==> src/rtl/bsram_seq_pkg.sv <==
// Shared types and constants for the BSRAM replay sequencer and its skid buffer.
package bsram_seq_pkg;

  localparam int WIDTH  = 36;
  localparam int AW     = 9;
  localparam int AD_LSB = 5;
  localparam int RAM_AW = 14;
  localparam int PW     = 8;

  localparam logic [AW-1:0] ADDR_ONE = 9'd1;
  localparam logic [PW-1:0] PASS_ONE = 8'd1;

  typedef enum logic [1:0] {
    IDLE = 2'd0,
    FILL = 2'd1,
    PLAY = 2'd2,
    DONE = 2'd3
  } seq_state_t;

  typedef struct packed {
    logic [WIDTH-1:0] data;
    logic             last;
    logic [PW-1:0]    pass;
  } skid_entry_t;

  function automatic logic [RAM_AW-1:0] ram_addr(input logic [AW-1:0] a);
    return {a, {AD_LSB{1'b0}}};
  endfunction

endpackage

==> src/rtl/bsram_seq_skid.sv <==
// Two-entry skid FIFO absorbing RAM read data; exposes occupancy so the
// sequencer only issues reads it can park.
module bsram_seq_skid
  import bsram_seq_pkg::*;
(
  input  logic        i_clk,
  input  logic        i_rst_n,
  input  logic        i_push,
  input  skid_entry_t i_din,
  input  logic        i_pop,
  output skid_entry_t o_head,
  output logic        o_valid,
  output logic [1:0]  o_occ
);

  skid_entry_t r_ent0;
  skid_entry_t r_ent1;
  logic [1:0]  r_occ;

  // Entry 0 is always the head; it only changes on a pop or a push into an empty buffer.
  always_ff @(posedge i_clk) begin
    if (!i_rst_n) begin
      r_ent0 <= '0;
      r_ent1 <= '0;
      r_occ  <= 2'd0;
    end else begin
      case ({i_push, i_pop})
        2'b10: begin
          if (r_occ == 2'd0) begin
            r_ent0 <= i_din;
          end else begin
            r_ent1 <= i_din;
          end
          r_occ <= r_occ + 2'd1;
        end
        2'b01: begin
          r_ent0 <= r_ent1;
          r_occ  <= r_occ - 2'd1;
        end
        2'b11: begin
          if (r_occ == 2'd1) begin
            r_ent0 <= i_din;
          end else begin
            r_ent0 <= r_ent1;
            r_ent1 <= i_din;
          end
        end
        default: r_occ <= r_occ;
      endcase
    end
  end

  assign o_head  = r_ent0;
  assign o_valid = (r_occ != 2'd0);
  assign o_occ   = r_occ;

endmodule

==> src/rtl/bsram_replay_sequencer.sv <==
// Captures a sample block into a 512x36 single-port BSRAM and replays it REPLAYS+1 times.
// Optional feature macro: SEQ_CHECKSUM_EN (adds CHK_ERR fill-vs-pass XOR check).
module bsram_replay_sequencer
  import bsram_seq_pkg::*;
(
  input  logic              CLK,
  input  logic              RESET,
  input  logic              START,
  input  logic [AW-1:0]     LEN,
  input  logic [PW-1:0]     REPLAYS,
  input  logic [WIDTH-1:0]  S_DATA,
  input  logic              S_VALID,
  output logic              S_READY,
  output logic [WIDTH-1:0]  M_DATA,
  output logic              M_VALID,
  input  logic              M_READY,
  output logic              M_LAST,
  output logic [PW-1:0]     M_PASS,
  output logic              BUSY,
  output logic              DONE,
  output logic [WIDTH-1:0]  RAM_DI,
  output logic [RAM_AW-1:0] RAM_AD,
  output logic              RAM_WRE,
  output logic              RAM_CE,
  input  logic [WIDTH-1:0]  RAM_DO
`ifdef SEQ_CHECKSUM_EN
  ,
  output logic              CHK_ERR
`endif
);

  seq_state_t    r_state;
  seq_state_t    w_next;
  logic [AW-1:0] r_len;
  logic [AW-1:0] r_addr;
  logic [PW-1:0] r_replays;
  logic [PW-1:0] r_pass;
  logic          r_rd_done;
  logic          r_rd_pend;
  logic          r_rd_last;
  logic [PW-1:0] r_rd_pass;

  logic          w_start;
  logic          w_wr;
  logic          w_rd;
  logic          w_pop;
  logic          w_addr_end;
  logic          w_fill_end;
  logic          w_final_hs;
  logic          w_credit;
  logic          w_skid_valid;
  logic [1:0]    w_occ;
  skid_entry_t   w_head;
  skid_entry_t   w_push_ent;

  assign w_start    = (r_state == bsram_seq_pkg::IDLE) && START;
  assign w_wr       = (r_state == bsram_seq_pkg::FILL) && S_VALID;
  assign w_addr_end = (r_addr == r_len);
  assign w_fill_end = w_wr && w_addr_end;
  assign w_pop      = w_skid_valid && M_READY;
  // A word leaving this cycle frees its slot, which keeps reads back-to-back.
  assign w_credit   = ({1'b0, w_occ} + {2'b00, r_rd_pend}) < (3'd2 + {2'b00, w_pop});
  assign w_rd       = (r_state == bsram_seq_pkg::PLAY) && !r_rd_done && w_credit;
  assign w_final_hs = w_pop && w_head.last && (w_head.pass == r_replays);
  assign w_push_ent = '{data: RAM_DO, last: r_rd_last, pass: r_rd_pass};

  // State register.
  always_ff @(posedge CLK) begin
    if (!RESET) begin
      r_state <= bsram_seq_pkg::IDLE;
    end else begin
      r_state <= w_next;
    end
  end

  // Next-state logic.
  always_comb begin
    w_next = r_state;
    case (r_state)
      bsram_seq_pkg::IDLE: begin
        if (START) w_next = bsram_seq_pkg::FILL;
        else       w_next = bsram_seq_pkg::IDLE;
      end
      bsram_seq_pkg::FILL: begin
        if (w_fill_end) w_next = bsram_seq_pkg::PLAY;
        else            w_next = bsram_seq_pkg::FILL;
      end
      bsram_seq_pkg::PLAY: begin
        if (w_final_hs) w_next = bsram_seq_pkg::DONE;
        else            w_next = bsram_seq_pkg::PLAY;
      end
      bsram_seq_pkg::DONE: w_next = bsram_seq_pkg::IDLE;
      default:             w_next = bsram_seq_pkg::IDLE;
    endcase
  end

  // State-decoded outputs and RAM port drive.
  always_comb begin
    S_READY = 1'b0;
    BUSY    = 1'b0;
    DONE    = 1'b0;
    case (r_state)
      bsram_seq_pkg::FILL: begin
        S_READY = 1'b1;
        BUSY    = 1'b1;
      end
      bsram_seq_pkg::PLAY: BUSY = 1'b1;
      bsram_seq_pkg::DONE: DONE = 1'b1;
      default:             BUSY = 1'b0;
    endcase
    RAM_WRE = w_wr;
    if (w_wr) begin
      RAM_DI = S_DATA;
    end else begin
      RAM_DI = '0;
    end
    RAM_AD = ram_addr(r_addr);
    RAM_CE = 1'b1;
  end

  // Address/pass pointer, latched block parameters and in-flight read tag.
  always_ff @(posedge CLK) begin
    if (!RESET) begin
      r_len     <= '0;
      r_replays <= '0;
      r_addr    <= '0;
      r_pass    <= '0;
      r_rd_done <= 1'b0;
      r_rd_pend <= 1'b0;
      r_rd_last <= 1'b0;
      r_rd_pass <= '0;
    end else begin
      if (w_start) begin
        r_len     <= LEN;
        r_replays <= REPLAYS;
        r_addr    <= '0;
        r_pass    <= '0;
        r_rd_done <= 1'b0;
      end else if (w_wr) begin
        r_addr <= w_addr_end ? '0 : r_addr + ADDR_ONE;
      end else if (w_rd) begin
        if (w_addr_end) begin
          r_addr <= '0;
          if (r_pass == r_replays) begin
            r_rd_done <= 1'b1;
          end else begin
            r_pass <= r_pass + PASS_ONE;
          end
        end else begin
          r_addr <= r_addr + ADDR_ONE;
        end
      end
      r_rd_pend <= w_rd;
      r_rd_last <= w_addr_end;
      r_rd_pass <= r_pass;
    end
  end

  bsram_seq_skid u_skid (
    .i_clk   (CLK),
    .i_rst_n (RESET),
    .i_push  (r_rd_pend),
    .i_din   (w_push_ent),
    .i_pop   (w_pop),
    .o_head  (w_head),
    .o_valid (w_skid_valid),
    .o_occ   (w_occ)
  );

  assign M_VALID = w_skid_valid;
  assign M_DATA  = w_head.data;
  assign M_LAST  = w_head.last && w_skid_valid;
  assign M_PASS  = w_head.pass;

`ifdef SEQ_CHECKSUM_EN
  logic [WIDTH-1:0] r_fill_xor;
  logic [WIDTH-1:0] r_pass_xor;
  logic             r_chk_err;

  // Fill XOR vs per-pass XOR of delivered words; mismatch latches until next START.
  always_ff @(posedge CLK) begin
    if (!RESET) begin
      r_fill_xor <= '0;
      r_pass_xor <= '0;
      r_chk_err  <= 1'b0;
    end else if (w_start) begin
      r_fill_xor <= '0;
      r_pass_xor <= '0;
      r_chk_err  <= 1'b0;
    end else begin
      if (w_wr) begin
        r_fill_xor <= r_fill_xor ^ S_DATA;
      end
      if (w_pop && w_head.last) begin
        r_pass_xor <= '0;
        if ((r_pass_xor ^ w_head.data) != r_fill_xor) begin
          r_chk_err <= 1'b1;
        end
      end else if (w_pop) begin
        r_pass_xor <= r_pass_xor ^ w_head.data;
      end
    end
  end

  assign CHK_ERR = r_chk_err;
`endif

endmodule
==> config.mk <==
export PLATFORM = sky130hd
export DESIGN_NAME = bsram_replay_sequencer
export DESIGN_NICKNAME = d
export VERILOG_FILES = /design/src/rtl/bsram_seq_pkg.sv /design/src/rtl/bsram_seq_skid.sv /design/src/rtl/bsram_replay_sequencer.sv
export SDC_FILE = /design/constraint.sdc
export NUM_CORES = 1
export LEC_CHECK = 0
export ABC_CLOCK_PERIOD_IN_PS = 2600
export BUFFER_PORTS_ARGS = -buffer_cell sky130_fd_sc_hd__buf_2
export CORE_UTILIZATION = 45
export CTS_CLUSTER_SIZE = 20
export DETAILED_ROUTE_END_ITERATION = 12
export GPL_TIMING_DRIVEN = 0
export PLACE_DENSITY = 0.72
export RECOVER_POWER = 100
export SLEW_MARGIN = 20
export SYNTH_ARGS = -nofsm -noshare
export SYNTH_HDL_FRONTEND = slang
export SYNTH_SLANG_ARGS = --single-unit
==> constraint.sdc <==
create_clock -name CLK -period 2.6 [get_ports CLK]
set_input_delay 0.13 -clock CLK [delete_from_list [all_inputs] [get_ports CLK]]
set_output_delay 0.13 -clock CLK [all_outputs]
set_load 0.005 [all_outputs]
**Word level (Yosys, flattened, before mapping)**

Cells that the tools add are included.

- Register bits: 139
- Bits of input ports: 94
- Output and inout bits: 101
- Word-level logic and storage cells: 80

- Add/sub/neg operators: 6
- $lt $le $gt $ge: 1
- Eq/ne operators: 13
- Muxes and demuxes: 18
- Bitwise operators: 3
- Reduce and logical (&&, ||, !) cells: 23

Operators with widths:

| kind | number |
|---|---|
| $mux W45 | 4 |
| $pmux W45 S3 | 1 |
| $pmux W45 S2 | 1 |
| $mux W36 | 1 |
| $mux W9 | 3 |
| $eq A8 B8 Y1 | 2 |
| $add A9 B1 Y9 const B | 1 |
| $eq A9 B9 Y1 | 1 |
| $logic_and A1 B1 Y1 | 9 |
| $add A8 B1 Y8 const B | 1 |
| $eq A2 B2 Y1 const B | 4 |
| $pmux W2 S4 | 1 |
| $reduce_and A4 Y1 | 2 |
| $reduce_bool A2 Y1 | 4 |
| $eq A2 B1 Y1 const B | 3 |
| $mux W1 | 5 |
| $logic_not A2 Y1 | 2 |
| $ne A2 B2 Y1 const B | 2 |
| $pmux W2 S2 | 1 |
| $reduce_or A2 Y1 | 2 |
| $add A2 B1 Y3 | 1 |
| $add A2 B1 Y3 const A | 1 |
| $lt A3 B3 Y1 | 1 |
| $not A1 Y1 | 3 |
| other kinds (8) | 8 |

**Longest topological paths before layout**

Gate-level depths: netlist (run 1).

- Word-level depth: 7
- Depth in mapped cells: 11
- Mapped depth without buffers: 10

**Cells and area by module**

From an unflattened synthesis (run 1), not the netlist that was laid out.

- Cells, all modules: 822
- Area total of the unflattened synthesis: 7124.3 µm²

By module, submodules not included:

| module | times used | cells each | area an instance (µm²) | sequential area each (µm²) |
|---|---|---|---|---|
| bsram_seq_skid | 1 | 508 | 4581.9 | 1841.8 |
| bsram_replay_sequencer | 1 | 314 | 2542.4 | 940.9 |

**Worst setup path before layout (run 1)**

Ideal clock, no wire load.

- Path kind: flip-flop to flip-flop
- From: reg r_rd_pend
- To: reg r_pass[4]
- Setup time: 72 ps
- Arrival: 2265 ps
- Data required time: 2528 ps
- Path slack: 263 ps
- Cell stages (with the launch flop): 9
- Path buffers: 1
- Clock period less this slack: 2337 ps
- Cell sequence: dfxtp_1 -> ha_1 -> ha_1 -> nor3b_1 -> o21ai_1 -> or4_4 -> buf_6 -> or4_1 -> a21oi_1

- Cells in the longest elaborated chain, start to end: 4

Ends and longest elaborated chain:

| what | line | RTL |
|---|---|---|
| start, declared | bsram_replay_sequencer.sv:39 | `logic r_rd_pend;` |
| start signal, assigned | bsram_replay_sequencer.sv:153 | `r_rd_pend <= w_rd;` |
| $add A2 B1 Y3 | bsram_replay_sequencer.sv:62 | `assign w_credit = ({1'b0, w_occ} + {2'b00, r_rd_pend}) < (3'd2 + {2'b00, w_pop});` |
| $lt A3 B3 Y1 | bsram_replay_sequencer.sv:62 |  |
| $logic_and A1 B1 Y1 | bsram_replay_sequencer.sv:63 | `assign w_rd = (r_state == bsram_seq_pkg::PLAY) && !r_rd_done && w_credit;` |
| $reduce_and A4 Y1 (no source line) | n/a |  |
| end signal, assigned | bsram_replay_sequencer.sv:147 | `r_pass <= r_pass + PASS_ONE;` |
| end, declared | bsram_replay_sequencer.sv:37 | `logic [PW-1:0] r_pass;` |

No other way between the ends.
A chain may end at the register's enable or synchronous reset.

**Worst setup path in the final report (run 1)**

Same ends and word-level chain as after synthesis.

==> metrics.md, run 1 <==
| Metric | Value |
|---|---|
| Outcome | completed |
| Top-count cell post-synth | dfxtp_1 |
| Total leakage power | 3.72 nW |
| Finish-stage setup viols | 0 |
| Unrepaired setup endpoints after global routing | no |
| Vias in the first global route | 5662 |
| Total power | 6.15 mW |
| Hold endpoint | r_rd_pass[1] |
| Setup crit end kind | flop |
| Clock power frac | 0.408 |
| Fin cells | 1243 |
| Worst-path fanout max | 10 |
| Simple-Gate Fraction of Synth Area | 0.231 |
| Pre-CTS WS | -0.323 ns |
| VDD IR max | 0.484 mV |
| Largest net degree at the start of global routing | 17 |
| Post-route ant nets | 0 |
| Post-synth ARST share | 0 |
| Ys flop type | dfxtp_1 |
| Area growth, synth to finish | 37.4% |
| Reg power frac | 0.391 |
| Min Tclk post-route | 2.47 ns |
| Synth warn | 0 |
| Worst Path Required | 2.95 ns |
| Ranking of synthesized cells by area | dfxtp_1 44%, nand2_1 8.1%, a221oi_1 6.3% |
| R2R setup slack | 0.13 ns |
| Post-Syn Instances | 782 |
| Final Max Slew Viols | 0 |
| Comb pwr share | 0.202 |
| Share of layout cells above drive strength 1 | 0.264 |
| Worst Hold Class | in -> reg |
| Number of max-cap violations | 0 |
| Die height | 121 um |
| Adder-Cell Fraction of Synth Area | 0.0275 |
| CTS tree | yes |
| P_int | 4.43 mW |
| Final WL | 17800 um |
| FF-to-FF path depth | 8 |
| Gp weighted congestion | 0.837 |
| CP peak stage delay | 0.51 ns |
| Avg Cell Area, Syn | 8.14 um^2 |
| Routed vias/inst | 5.15 |
| Register bit total from synthesis | 139 |
| Worst path slowest cell | or4_4 |
| DRC viols | 0 |
| Kind of critical path | reg -> reg |
| Hold Path Cell Cnt | 2 |
| Largest family of logic cells by synthesized area | simple AND/OR/NAND/NOR gates |
| HPWL Detailed | 12000 um |
| Worst setup margin | 0.130 ns |
| Crit Reg-Reg Startpoint | r_rd_pend |
| Area leader, netlist | dfxtp_1 |
| Post-Synth XOR/XNOR Area | 0.0481 |
| Worst-path clk slew | 0.06 ns |
| Layout Nets | 1158 |
| CTS sink count | 139 |
| Synth Area in Compound Gates | 0.152 |
| Core Box Area | 0.0138 mm^2 |
| Ant. Diodes | 0 |
| Max frequency | 405 MHz |
| Max_slew headroom | 0.308 |
| Num ports | 195 |
| Synth unique cells | 42 |
| Final Hold Violating Endpoints | 0 |
| Starting density of the core | 0.461 |
| DIE AREA | 0.0146 mm^2 |
| Clk root buf | clkbuf_16 |
| Type of origin of the critical path | flop |
| Crit share post-route | 0.950 |
| Cells after DPL | 1153 |
| Worst EP arrival | 2.82 ns |
| Num CTS Buffers | 17 |
| Final Skew | 0.00734 ns |
| Num rows | 43 |
| Fin util | 0.633 |
| Post-synth EDFFs | 0 |
| First-pass GRT wire length | 27900 um |
| CTS max path bufs | 2 |
| Drt pass-1 iters | 5 |
| Mux contribution to synthesized area | 0 |
| Via count | 6399 |
| Detail-routed net length per standard cell | 14.3 um |
| Delay-heaviest family, CP | simple AND/OR/NAND/NOR gates |
| Clk Latency, worst-skew pair | 0.42 ns |
| Switching part of the total | 0.280 |
| Initial DRC Count | 438 |
| Tightest Pin Transition | 1.03 ns |
| Buffers plus inverters on the worst setup path | 1 |
| Initial antenna violation count | 0 |
| Die W | 121 um |
| H-tree Lvls | 4 |
| Power density over the cells | 703 mW/mm^2 |
| Post-synth top area share | 0.437 |
| Post-synthesis sequential area ratio | 0.437 |
| Psw | 1.72 mW |
| I/O Buffers | 187 |
| Commonest cells in the netlist | 139 x dfxtp_1, 137 x nand2_1, 80 x a21oi_1, 63 x nor2_1, 54 x clkbuf_1 |
| Critical path, cell by cell | ha_1 > ha_1 > nor3b_2 > o21ai_2 > or4_4 > clkbuf_2 > or4_4 > a21oi_2 |
| Start point of the worst hold path | RESET |
| Synthesized area | 0.00637 mm^2 |
| RR Endpoint | r_pass[4] |
| Grt ovf | 0 |
| Setup TNS | 0 ns |
| GRT Util Overall | 0.243 |
[kinds of logic (layout without fill, tap and decap cells)]
logic type	after synthesis	after routing
other	2	6
xor gates and xnor gates	35	35
adders and majority gates	14	14
AOI/OAI and AO/OA	148	148
buffers and inverters	121	398
and+or+nand+nor	323	323
DFF	139	139
[power by group through the flow]
stage               logic [mW]  registers (mW)  clock network, mW
finish                    1.24            2.40               2.51
global route              1.38            2.42               2.62
CTS                       1.24            2.41               2.51
detailed placement        1.17            2.45                  0
global placement          1.15            2.45                  0
floorplan                0.779            2.41                  0
[final cells by class]
type	instances	area (um^2)
clock inverter	13	169
buffer	106	621
tap	180	225
inverter	14	52.6
timing repair buffer	246	1480
multi-input combinational	526	2970
sequential	139	2790
fill	1244	5080
clock buffer	19	443
[what timing repair did]
item	4_1_cts	5_1_grt
hold endpoints to repair	54	0
pin swaps	1	2
gates resized for setup	14	32
buffers inserted	4	1
hold buffers	54	0
endpoints found under the setup margin	81	83
[stage by stage]
| step | area (um^2) | hold slack, ns |
|---|---|---|
| 6_report | 8750 | 0.158 |
| 5_1_grt | 8750 | 0.215 |
| 4_1_cts | 8750 | 0.172 |
| 3_5_place_dp | 7540 | 0.375 |
| 3_3_place_gp | 7540 | 0.376 |
| 2_1_floorplan | 6380 | 0.266 |
[registers in the layout, summed over array words and instances (netlist names), named ones only]
name,count
u_skid.o_head,45
u_skid.r_ent1,45
r_addr,9
r_len,9
r_pass,8
r_rd_pass,8
r_replays,8
u_skid.o_occ,2
r_rd_done,1
r_rd_last,1
r_rd_pend,1
r_state,1
[layout by cell type (no fill, tap or decap), types with 3 or more instances in the layout]
cell type | synthesis | final
inv_1 | 13 | 14
clkinvlp_4 | 0 | 4
clkbuf_2 | 0 | 16
buf_4 | 50 | 20
nand3_1 | 10 | 10
and2_0 | 0 | 5
a21oi_1 | 80 | 78
nor2_1 | 63 | 63
dfxtp_1 | 139 | 138
clkinv_4 | 0 | 4
ha_1 | 14 | 13
nand2_1 | 137 | 137
clkbuf_1 | 54 | 62
o31ai_1 | 4 | 4
buf_1 | 1 | 3
and3_1 | 36 | 36
conb_1 | 2 | 6
xor2_1 | 3 | 3
clkbuf_16 | 0 | 17
buf_2 | 0 | 161
nand4_1 | 9 | 9
xnor2_1 | 32 | 32
bufinv_16 | 0 | 3
clkbuf_4 | 0 | 36
a221oi_1 | 46 | 46
nor3_1 | 48 | 48
dlygate4sd3_1 | 0 | 54
[how the worst max path moves through the flow]
stage / start / endpoint / slack [ns] / depth (start not counted)
2_1_floorplan: r_rd_pend / r_pass[4] / 0.26 / 8
3_3_place_gp: u_skid.o_occ[0] / u_skid.r_ent1[37] / -0.33 / 10
3_5_place_dp: u_skid.o_occ[0] / u_skid.r_ent1[0] / -0.32 / 10
4_1_cts: u_skid.o_occ[0] / u_skid.o_head[38] / -0.06 / 10
5_1_grt: r_rd_pend / r_addr[1] / 0.04 / 10
6_report: r_rd_pend / r_pass[4] / 0.13 / 8
[worst reg2reg max path: stages (launching register included)]
cell	delay, ns
dfxtp_4	0.36
ha_1	0.20
ha_1	0.20
nor3b_2	0.24
o21ai_2	0.12
or4_4	0.43
clkbuf_2	0.19
or4_4	0.51
a21oi_2	0.16
[per-layer routing]
metal | routed length (um) | global-route usage | part of all wire
met4 | 274 | 0.0679 | 0.015
met5 | 0 | 0 | 0
met1 | 8040 | 0.316 | 0.45
met3 | 973 | 0.0522 | 0.055
met2 | 8550 | 0.403 | 0.48
No activity file was read; power rests on OpenSTA's default activity.
==> run 2: changes to the inputs <==
--- a/config.mk
+++ b/config.mk
@@ -5,7 +5,7 @@
 export SDC_FILE = /design/constraint.sdc
 export NUM_CORES = 1
 export LEC_CHECK = 0
-export ABC_CLOCK_PERIOD_IN_PS = 2600
+export ABC_CLOCK_PERIOD_IN_PS = 3100
 export BUFFER_PORTS_ARGS = -buffer_cell sky130_fd_sc_hd__buf_2
 export CORE_UTILIZATION = 45
 export CTS_CLUSTER_SIZE = 20
==> constraint.sdc (replaced) <==
create_clock -name CLK -period 3.1 [get_ports CLK]
set_input_delay 0.155 -clock CLK [delete_from_list [all_inputs] [get_ports CLK]]
set_output_delay 0.155 -clock CLK [all_outputs]
set_load 0.005 [all_outputs]
==> run 2 against run 1 <==
Against the previous run:
- global-route usage down 0.11 points
- highest routed layer unchanged
- die area unchanged
- final cell count down 0.40%
- wire length down 0.86%
- largest cell class unchanged
- sequential power down 16%
- combinational power down 17%
- setup slack better by 0.15 ns
- register-to-register slack better by 0.15 ns
==> metrics.md, run 2 (same netlist as run 1, synthesis figures left out) <==
| Metric | Value |
|---|---|
| DIE AREA | 0.0146 mm^2 |
| Number of max-cap violations | 0 |
| Worst hold slack | 0.00595 ns |
| Fill count | 1247 |
| CTS sink count | 139 |
| Finish-stage setup viols | 0 |
| Worst-path fanout max | 10 |
| Vias in the first global route | 5649 |
| Final Hold Violating Endpoints | 0 |
| Layout Nets | 1153 |
| Via count | 6417 |
| Most common cell after layout, fill and taps aside | buf_2 |
| Max frequency | 354 MHz |
| Final Skew | 0.00662 ns |
| Worst Path Required | 3.44 ns |
| Worst setup margin | 0.276 ns |
| Total power | 5.14 mW |
| Gp weighted congestion | 0.837 |
| I/O Buffers | 187 |
| Unrepaired setup endpoints after global routing | no |
| Post-CTS setup buffer count | 0 |
| Setup TNS | 0 ns |
| Starting density of the core | 0.461 |
| Num rows | 43 |
| CTS max path bufs | 2 |
| Clk root buf | clkbuf_16 |
| Crit Reg-Reg Startpoint | r_rd_pend |
| Worst Setup SP | r_rd_pend |
| Kind of critical path | reg -> reg |
| Final Max Slew Viols | 0 |
| DRC viols | 0 |
| Worst EP arrival | 3.16 ns |
| Pre-CTS WS | 0.177 ns |
| Power density over the cells | 593 mW/mm^2 |
| Cells after DPL | 1153 |
| Detail-routed net length per standard cell | 14.3 um |
| Post-DP Area | 0.00754 mm^2 |
| Most frequent cells in the layout | 160 x buf_2, 139 x dfxtp_1, 137 x nand2_1 |
| Die W | 121 um |
| Start point of the worst hold path | START |
| Area occupied by registers | 0.00278 mm^2 |
| Max_slew headroom | 0.272 |
| Outcome | completed |
| H-tree Lvls | 4 |
| Area of the multi-input gates | 0.00295 mm^2 |
| Fin cells | 1238 |
| Area growth, synth to finish | 36.0% |
| Core Box Area | 0.0138 mm^2 |
| Fin util | 0.626 |
| Crit share post-route | 0.911 |
| Setup crit end kind | flop |
| Initial DRC Count | 436 |
| GRT Util Overall | 0.241 |
| Finished Cell Area | 0.00866 mm^2 |
| Total leakage power | 3.67 nW |
| Tightest Pin Transition | 1.08 ns |
| Clk Latency, worst-skew pair | 0.42 ns |
| HPWL Detailed | 12000 um |
| Die height | 121 um |
| Num CTS Buffers | 17 |
| Post-route ant nets | 0 |
| CTS tree | yes |
| Routed vias/inst | 5.18 |
| Ant. Diodes | 0 |
| Num ports | 195 |
| Initial antenna violation count | 0 |
| Type of origin of the critical path | flop |
| Grt ovf | 0 |
| Min Tclk post-route | 2.82 ns |
| Largest net degree at the start of global routing | 17 |
| Worst Hold Class | in -> reg |
| First-pass GRT wire length | 27800 um |
| Drt pass-1 iters | 5 |
| VDD IR max | 0.406 mV |
| Worst-path clk slew | 0.06 ns |
| Share of layout cells above drive strength 1 | 0.246 |
| Final WL | 17700 um |
run 2: worst paths after layout:
check | endpoint | slack [ns] | cells after the start
max reg2reg | r_pass[4] | 0.28 | 8
max | r_pass[4] | 0.28 | 8
min | r_state[0] | 0.006 | 3
min reg2reg | u_skid.r_ent1[12] | 0.45 | 2
run 2: final cells by class:
class / instances / area share
flip-flops and latches: 139 / 0.321
multi-input cells: 526 / 0.340
clock buffers: 19 / 0.0511
repair buffers: 240 / 0.165
clock inverters: 13 / 0.0195
well taps: 180 / 0.0260
plain buffers: 107 / 0.0705
inverters: 14 / 0.00607
run 2: where the power goes:
| group | total, mW | leakage (nW) | internal (mW) | switching (mW) |
|---|---|---|---|---|
| registers | 2.01 | 1.13 | 1.92 | 0.0958 |
| clock network | 2.10 | 0.286 | 1.29 | 0.808 |
| logic | 1.03 | 2.25 | 0.492 | 0.535 |
run 2: what timing repair did:
item | in CTS | in global routing
hold buffers | 52 | 1
setup endpoints to repair | 0 | 80
hold endpoints to repair | 52 | 1
gates resized for setup | 0 | 24
run 2: routing by layer:
metal | share of wire | track usage | vias up
li1 | - | - | 3179
met1 | 0.44 | 0.317 | 2976
met2 | 0.48 | 0.398 | 237
met3 | 0.064 | 0.0526 | 25
met4 | 0.013 | 0.0656 | 0
met5 | 0 | 0 | -
run 2: worst max-delay path, cell delays in order, from the launching register on:
cell and delay [ns]:
dfxtp_1 0.36, ha_1 0.22, ha_1 0.19, nor3b_1 0.24, o21ai_0 0.23, or4_1 0.58, clkbuf_1 0.23, or4_1 0.50
a21oi_1 0.18
